[src/rtl/reg_file_scoreboard_pkg.sv]
// Shared constants for the architectural register file and its in-flight write scoreboard.
package reg_file_scoreboard_pkg;

  localparam int unsigned REGISTER_FILE_LEN         = 32;
  localparam int unsigned REGISTER_FILE_ADDRESS_LEN = 4;
  localparam int unsigned SB_CNT_W                  = 2;
  localparam int unsigned REG_COUNT                 = 1 << REGISTER_FILE_ADDRESS_LEN;

endpackage

[src/rtl/reg_file_scoreboard_sb_counter.sv]
// Per-register count of outstanding writes: up on accepted issue, down on retire.
module reg_file_scoreboard_sb_counter #(
  parameter int unsigned CNT_W = 2
) (
  input  logic             clk,
  input  logic             rst,
  input  logic             inc,
  input  logic             dec,
  output logic [CNT_W-1:0] cnt,
  output logic             zero_c,
  output logic             max_c,
  output logic             underflow_c
);

  assign zero_c      = (cnt == '0);
  assign max_c       = (cnt == '1);
  // A retire with nothing in flight leaves the count at zero and is flagged instead.
  assign underflow_c = dec & ~inc & zero_c;

  always_ff @(posedge clk) begin
    if (!rst) begin
      cnt <= '0;
    end else if (inc && !dec) begin
      cnt <= cnt + CNT_W'(1);
    end else if (dec && !inc && !zero_c) begin
      cnt <= cnt - CNT_W'(1);
    end
  end

endmodule

[src/rtl/reg_file_scoreboard.sv]
// Register file with write-through read bypass and a per-register in-flight
// write scoreboard that stalls ID on RAW hazards and counter saturation.
module reg_file_scoreboard
  import reg_file_scoreboard_pkg::*;
#(
  parameter int unsigned DATA_W = REGISTER_FILE_LEN,
  parameter int unsigned ADDR_W = REGISTER_FILE_ADDRESS_LEN,
  parameter int unsigned CNT_W  = SB_CNT_W
) (
  input  logic              clk,
  input  logic              rst,
  input  logic              issue_valid,
  input  logic              issue_wb_en,
  input  logic [ADDR_W-1:0] issue_dest,
  input  logic [ADDR_W-1:0] src1,
  input  logic [ADDR_W-1:0] src2,
  input  logic              two_src,
  input  logic              wb_enable,
  input  logic [ADDR_W-1:0] wb_dest,
  input  logic [DATA_W-1:0] wb_value,
  output logic [DATA_W-1:0] reg1,
  output logic [DATA_W-1:0] reg2,
  output logic              hazard,
  output logic              issue_accept,
  output logic              sb_error
);

  localparam int unsigned NREGS = 1 << ADDR_W;

  logic [DATA_W-1:0] regs [NREGS];
  logic [CNT_W-1:0]  cnt  [NREGS];
  logic [NREGS-1:0]  cnt_inc;
  logic [NREGS-1:0]  cnt_dec;
  logic [NREGS-1:0]  cnt_zero;
  logic [NREGS-1:0]  cnt_max;
  logic [NREGS-1:0]  cnt_underflow;
  logic              pend1;
  logic              pend2;
  logic              sat;

  // Register storage; reset seeds each register with its own index.
  always_ff @(posedge clk) begin
    if (!rst) begin
      for (int i = 0; i < int'(NREGS); i++) begin
        regs[i] <= DATA_W'(i);
      end
    end else if (wb_enable) begin
      regs[wb_dest] <= wb_value;
    end
  end

  assign reg1 = (wb_enable && (wb_dest == src1)) ? wb_value : regs[src1];
  assign reg2 = (wb_enable && (wb_dest == src2)) ? wb_value : regs[src2];

  for (genvar g = 0; g < int'(NREGS); g++) begin : g_cnt
    assign cnt_inc[g] = issue_accept & issue_wb_en & (issue_dest == ADDR_W'(g));
    assign cnt_dec[g] = wb_enable & (wb_dest == ADDR_W'(g));

    reg_file_scoreboard_sb_counter #(
      .CNT_W (CNT_W)
    ) u_cnt (
      .clk         (clk),
      .rst         (rst),
      .inc         (cnt_inc[g]),
      .dec         (cnt_dec[g]),
      .cnt         (cnt[g]),
      .zero_c      (cnt_zero[g]),
      .max_c       (cnt_max[g]),
      .underflow_c (cnt_underflow[g])
    );
  end

  // A source whose last outstanding write retires this cycle is served by the bypass.
  always_comb begin
    pend1        = 1'b0;
    pend2        = 1'b0;
    sat          = 1'b0;
    hazard       = 1'b0;
    issue_accept = 1'b0;
    pend1 = !cnt_zero[src1] &&
            !((cnt[src1] == CNT_W'(1)) && wb_enable && (wb_dest == src1));
    pend2 = !cnt_zero[src2] &&
            !((cnt[src2] == CNT_W'(1)) && wb_enable && (wb_dest == src2));
    sat   = issue_wb_en && cnt_max[issue_dest];
    if (issue_valid) begin
      hazard       = pend1 || (two_src && pend2) || sat;
      issue_accept = !hazard;
    end
  end

  always_ff @(posedge clk) begin
    if (!rst) begin
      sb_error <= 1'b0;
    end else if (|cnt_underflow) begin
      sb_error <= 1'b1;
    end
  end

endmodule
[config.mk]
export PLATFORM = sky130hd
export DESIGN_NAME = reg_file_scoreboard
export DESIGN_NICKNAME = d
export VERILOG_FILES = /design/src/rtl/reg_file_scoreboard_pkg.sv /design/src/rtl/reg_file_scoreboard_sb_counter.sv /design/src/rtl/reg_file_scoreboard.sv
export SDC_FILE = /design/constraint.sdc
export NUM_CORES = 1
export LEC_CHECK = 0
export CORE_ASPECT_RATIO = 0.8
export CORE_MARGIN = 2
export CORE_UTILIZATION = 59
export DETAILED_ROUTE_END_ITERATION = 10
export PLACE_DENSITY = 0.88
export SLEW_MARGIN = 0
export SYNTH_ARGS = -nofsm -noshare
export SYNTH_HDL_FRONTEND = slang
export SYNTH_SLANG_ARGS = --single-unit
[constraint.sdc]
create_clock -name clk -period 10.1 [get_ports clk]
set_input_delay 1.01 -clock clk [delete_from_list [all_inputs] [get_ports clk]]
set_output_delay 1.01 -clock clk [all_outputs]
set_load 0.02 [all_outputs]
# Word-level counts from Yosys, hierarchy flattened
# Memory sizes are Yosys's and may differ from the RTL's.
# Index checks and enable logic that the tools add are counted.
# op_classes
addsub	32
order_cmp	5
n_eq_ne	50
muxes	55
bitwise_logic	83
reduce_logical	149
# op_table
cell	count
two-way mux 32 bit	3
two-way mux 2 bit	36
AND 1 bit	65
== test 4 bit (second input constant)	16
logical AND 1 bit	58
zero test 1 bit	53
adder 2 x 1 -> 2 bit (second input constant)	16
== test 2 bit (second input constant)	16
== test 4 x 3 -> 1 bit (second input constant)	8
zero test 2 bit	16
nonzero test 2 bit	16
OR reduction 32 bit	1
subtractor 2 x 1 -> 2 bit (second input constant)	16
binary-select mux 2 bit (select 4 bit)	2
== test 4 x 2 -> 1 bit (second input constant)	4
inverter 1 bit	16
OR reduction 16 bit	1
< comparator 4 x 5 -> 1 bit (second input constant)	3
binary-select mux 1 bit (select 4 bit)	3
greater-or-equal comparator 5 bit (second input constant)	2
two-way mux 1 bit	10
inverter 4 -> 5 bit	2
== test 4 x 1 -> 1 bit (second input constant)	2
== test 4 bit	2
4 further kinds	7
# totals
ff_bits	33
ramBits	512
in_bits	54
out_inout_bits	67
wordCells	392
mem_count	1
# memory_table
name	words	word_bits	read_ports	rd_clocked_by_memory_dff	wr	line_no	source
regs	16	32	2	0	16	reg_file_scoreboard.sv:30	logic [DATA_W-1:0] regs [NREGS];

# Depth between registers and ports, before layout
# logic_depth
ltp_word	21
ltp_mapped	13
ltp_nobuf	9

# By module
# Synthesis repeated with hierarchy kept, for this count alone.
# unflattened
hier_cells	2022
hier_area_um2	30789.5
# by_module_without_submodules
module	n_inst	cells_each	area_per_inst_um2
reg_file_scoreboard	1	1782	28647.5
reg_file_scoreboard_sb_counter	16	15	133.9

# Worst setup path before layout
# No wires, ideal clock.
# synth_timing
path_type	input to register
startpoint	input port wb_enable
endpoint	memory regs[1][0] in the netlist's numbering (enable)
setup_ps	466
arrival_time_ps	4176
t_required_ps	9634
setup_slack_ps	5458
stages	5
path_cell_list	clkbuf_1 > inv_1 > or3_1 > clkbuf_1 > o21ai_0
# synth_rtl
element	line_no	source
from (decl)	reg_file_scoreboard.sv:18	input logic wb_enable,
to (decl)	reg_file_scoreboard.sv:30	

# Worst setup path in the final report
# layout_timing
startpoint	input port src2[0]
endpoint	output port reg2[21]
# layout_via
elab_chain_len	3
word_cells_on_any_way	4
# layout_rtl
element	line_no	source
from (decl)	reg_file_scoreboard.sv:16	input logic [ADDR_W-1:0] src2,
branches (longest 2 deep; another with memory read (16 x 32 bit))	-	
two-way mux 32 bit (*)	reg_file_scoreboard.sv:53	assign reg2 = (wb_enable && (wb_dest == src2)) ? wb_value : regs[src2];
to (decl)	reg_file_scoreboard.sv:22	output logic [DATA_W-1:0] reg2,
# Every way passes the cells marked *.

==> results.ini <==
[logic_synthesis]
ys_top_cells_by_area=edfxtp_1 (50%), mux4_2 (24%), and2_1 (9.9%)
synth_compound_area_share_pct=3.051
async_flop_share_pct=0
ys.flop_type=edfxtp_1
synth.most_common_cell=edfxtp_1
syn_area_per_cell_um2=14.84
synthAdderAreaFrac_pct=0
synth_top_family_by_area=multiplexers
synth_xor_area_share_pct=0.4301
synthMuxAreaShare_pct=26.88
synth_edf_count=512
yosysTopAreaCell=edfxtp_1
syn_inst=2058
synth_common_cells=edfxtp_1 (512), and2_1 (484), mux4_2 (329)
ys_seq_area_share_pct=52.49
synth_top_area_share_pct=50.33
synth_cell_types=61
ys_seq_elements=545
synth-simple-area-share_pct=14.24
synth_warnings=0
netlist_area_um2=30550
synth_nets=2112

[sta]
skew_ns=0.005576
setup_viol=0
finalHoldViolCount=0
relSlewSlack_pct=-0.4472
period_share_pct=61.45
fin_tns_setup_ns=0
whs_ns=0.5262
rsz0062_at_grt=false
finalMaxSlewViolations=21
max_freq_mhz=161.1
worstMarginPinSlew_ns=1.505
period_needed_ns=6.206

[layout]
syn2layout_area_growth_pct=11.19
fillers=3332
drive_above_1_share_pct=26.75
multi_input_area_um2=13780
fin_nets=2128
stdcell_area_um2=33970
regArea_um2=16040
final_core_util_pct=66.46

[job]
drv_cap=1

[power]
power.density_nw_per_um2=161.7
sw_frac_of_total_pct=24.89
leakage_nw=11.22
seq_power_share_pct=48.7
combPwrFrac_pct=15.1
internal-power_mw=4.126
irDropWorstVdd_uv=139.0
clock_power_share_pct=36.2
switching_power_mw=1.367
power_mw=5.492

[hold_path]
hold_class=register to register

[cts]
cts_buffers=52
clk_pin_slew_ns=0.06
cts.sink_count=545
cts_tree=built
htreeDepth=2
clock-root-buffer=clkbuf_16
holdBufCountCts=0
cts.repair.resized=0
post_cts_buffers=0
cts_buffer_depth=3
clock_latency_ns=0.60

[floorplan]
initial_core_util_pct=59.77
fp.dieH_um=207.5
dieArea_um2=53620
ios=121
fp.dieW_um=258.4
rows=74
design.core.area_um2=51110

[worst_setup_path]
startpoint_type=primary input
arrival_ns=5.20
worstPathRequired_ns=9.09
crit_path_max_fanout=73
worstSetupPathType=primary input to output pin
cp-end-kind=output pin

[status]
violations=capacitance limit, slew limit
status=complete, but fails checks

[placed_design]
gp_congestion=0.9220
portBuffers=120
hpwl_um=51580
dpl_cell_area_um2=32290

[routing]
wl_um=91040
final_antenna_net_count=0
drc_errors=0
wire_per_inst_um=32.55
viasPerCell=7.361
drtPass1Iterations=8
drtIter0Drc=3435
vias=20590

[global_routing]
grt_usage_pct=34.44
first_global_vias=20830
grt_pass1_wl_um=134600
grt_start_max_net_pins=88
grt_overflow_total=0
antenna_found_initial=6

[through the flow]
step           setup slack [ns]  cells
2_1_floorplan             5.458   2058
3_3_place_gp              3.887   2704
3_5_place_dp              3.848   2704
4_1_cts                   3.835   2796
5_1_grt                   3.600   2796
6_report                  3.894   2797
[flip-flops by register name (all words and copies together) (netlist names)]
register,count
regs,512
g_cnt.u_cnt.cnt,32
sb_error,1
[area by class of cell]
class                   count  area share [%]
inverters                  18          0.2063
well taps                 684           2.520
diodes                      1        0.007367
clock inverters            24          0.9172
repair buffers            167           4.564
multi-input cells        1290           40.57
flip-flops and latches    545           47.21
clock buffers              68           4.008
[cell usage in the layout, fill, tap and decap left out, types with 8 or more instances in the layout]
cell type / instances
nand2_2: 8
nand3_1: 26
xnor2_1: 12
dfxtp_1: 33
clkdlybuf4s50_1: 113
inv_1: 13
o21ai_4: 8
clkbuf_16: 52
a211oi_1: 13
mux4_2: 329
clkbuf_1: 16
or3_1: 33
o31ai_1: 12
nand2b_1: 8
mux2_2: 64
buf_4: 47
edfxtp_1: 512
nor4_1: 12
nand2_1: 41
nor2_2: 16
mux2i_1: 8
o21ai_0: 16
nor2_1: 48
a21oi_1: 25
and2_1: 484
nor3_1: 28
[path summary, 6_finish.rpt]
kind / to / from / slack, ns / cells after the start
setup / recovery: reg2[21] / src2[0] / 3.89 / 7
hold reg to reg: g_cnt[10].u_cnt.cnt[1]$_SDFFE_PN0P_ / g_cnt[10].u_cnt.cnt[1]$_SDFFE_PN0P_ / 0.53 / 2
setup reg to reg: sb_error$_SDFFE_PN0P_ / g_cnt[1].u_cnt.cnt[0]$_SDFFE_PN0P_ / 5.97 / 9
hold / removal: g_cnt[10].u_cnt.cnt[1]$_SDFFE_PN0P_ / g_cnt[10].u_cnt.cnt[1]$_SDFFE_PN0P_ / 0.53 / 2
[layer usage]
| metal | GRT usage (%) | vias up | wire [um] |
|---|---|---|---|
| li1 | - | 8047 | - |
| met1 | 47.27 | 10250 | 30270 |
| met2 | 52.73 | 1918 | 42190 |
| met3 | 8.755 | 374 | 14130 |
| met4 | 15.23 | 6 | 4406 |
| met5 | 0 | - | 42 |
[cells by family (layout without fill, tap and decap cells)]
kind of cell	count (synthesis)	in the layout
flops	545	545
compound gates	130	130
other cells	0	1
buf+inv	223	277
mux	401	401
simple gates	744	744
xor+xnor	15	15
[power groups by stage]
stage               registers, mW  clock network, mW  logic, mW
finish                       2.67               1.99      0.831
global route                 2.68               2.07      0.859
CTS                          2.67               1.99      0.819
detailed placement           2.71                  0      0.813
global placement             2.70                  0      0.799
floorplan                    2.69                  0      0.524
[critical path: stages]
cell and delay (ns):
buf_8 0.59, buf_4 0.69, buf_4 0.81, mux4_2 0.61
mux4_2 0.49, mux2_2 0.33, clkdlybuf4s50_1 0.56
Note: power is estimated with default switching activity, not from simulation.
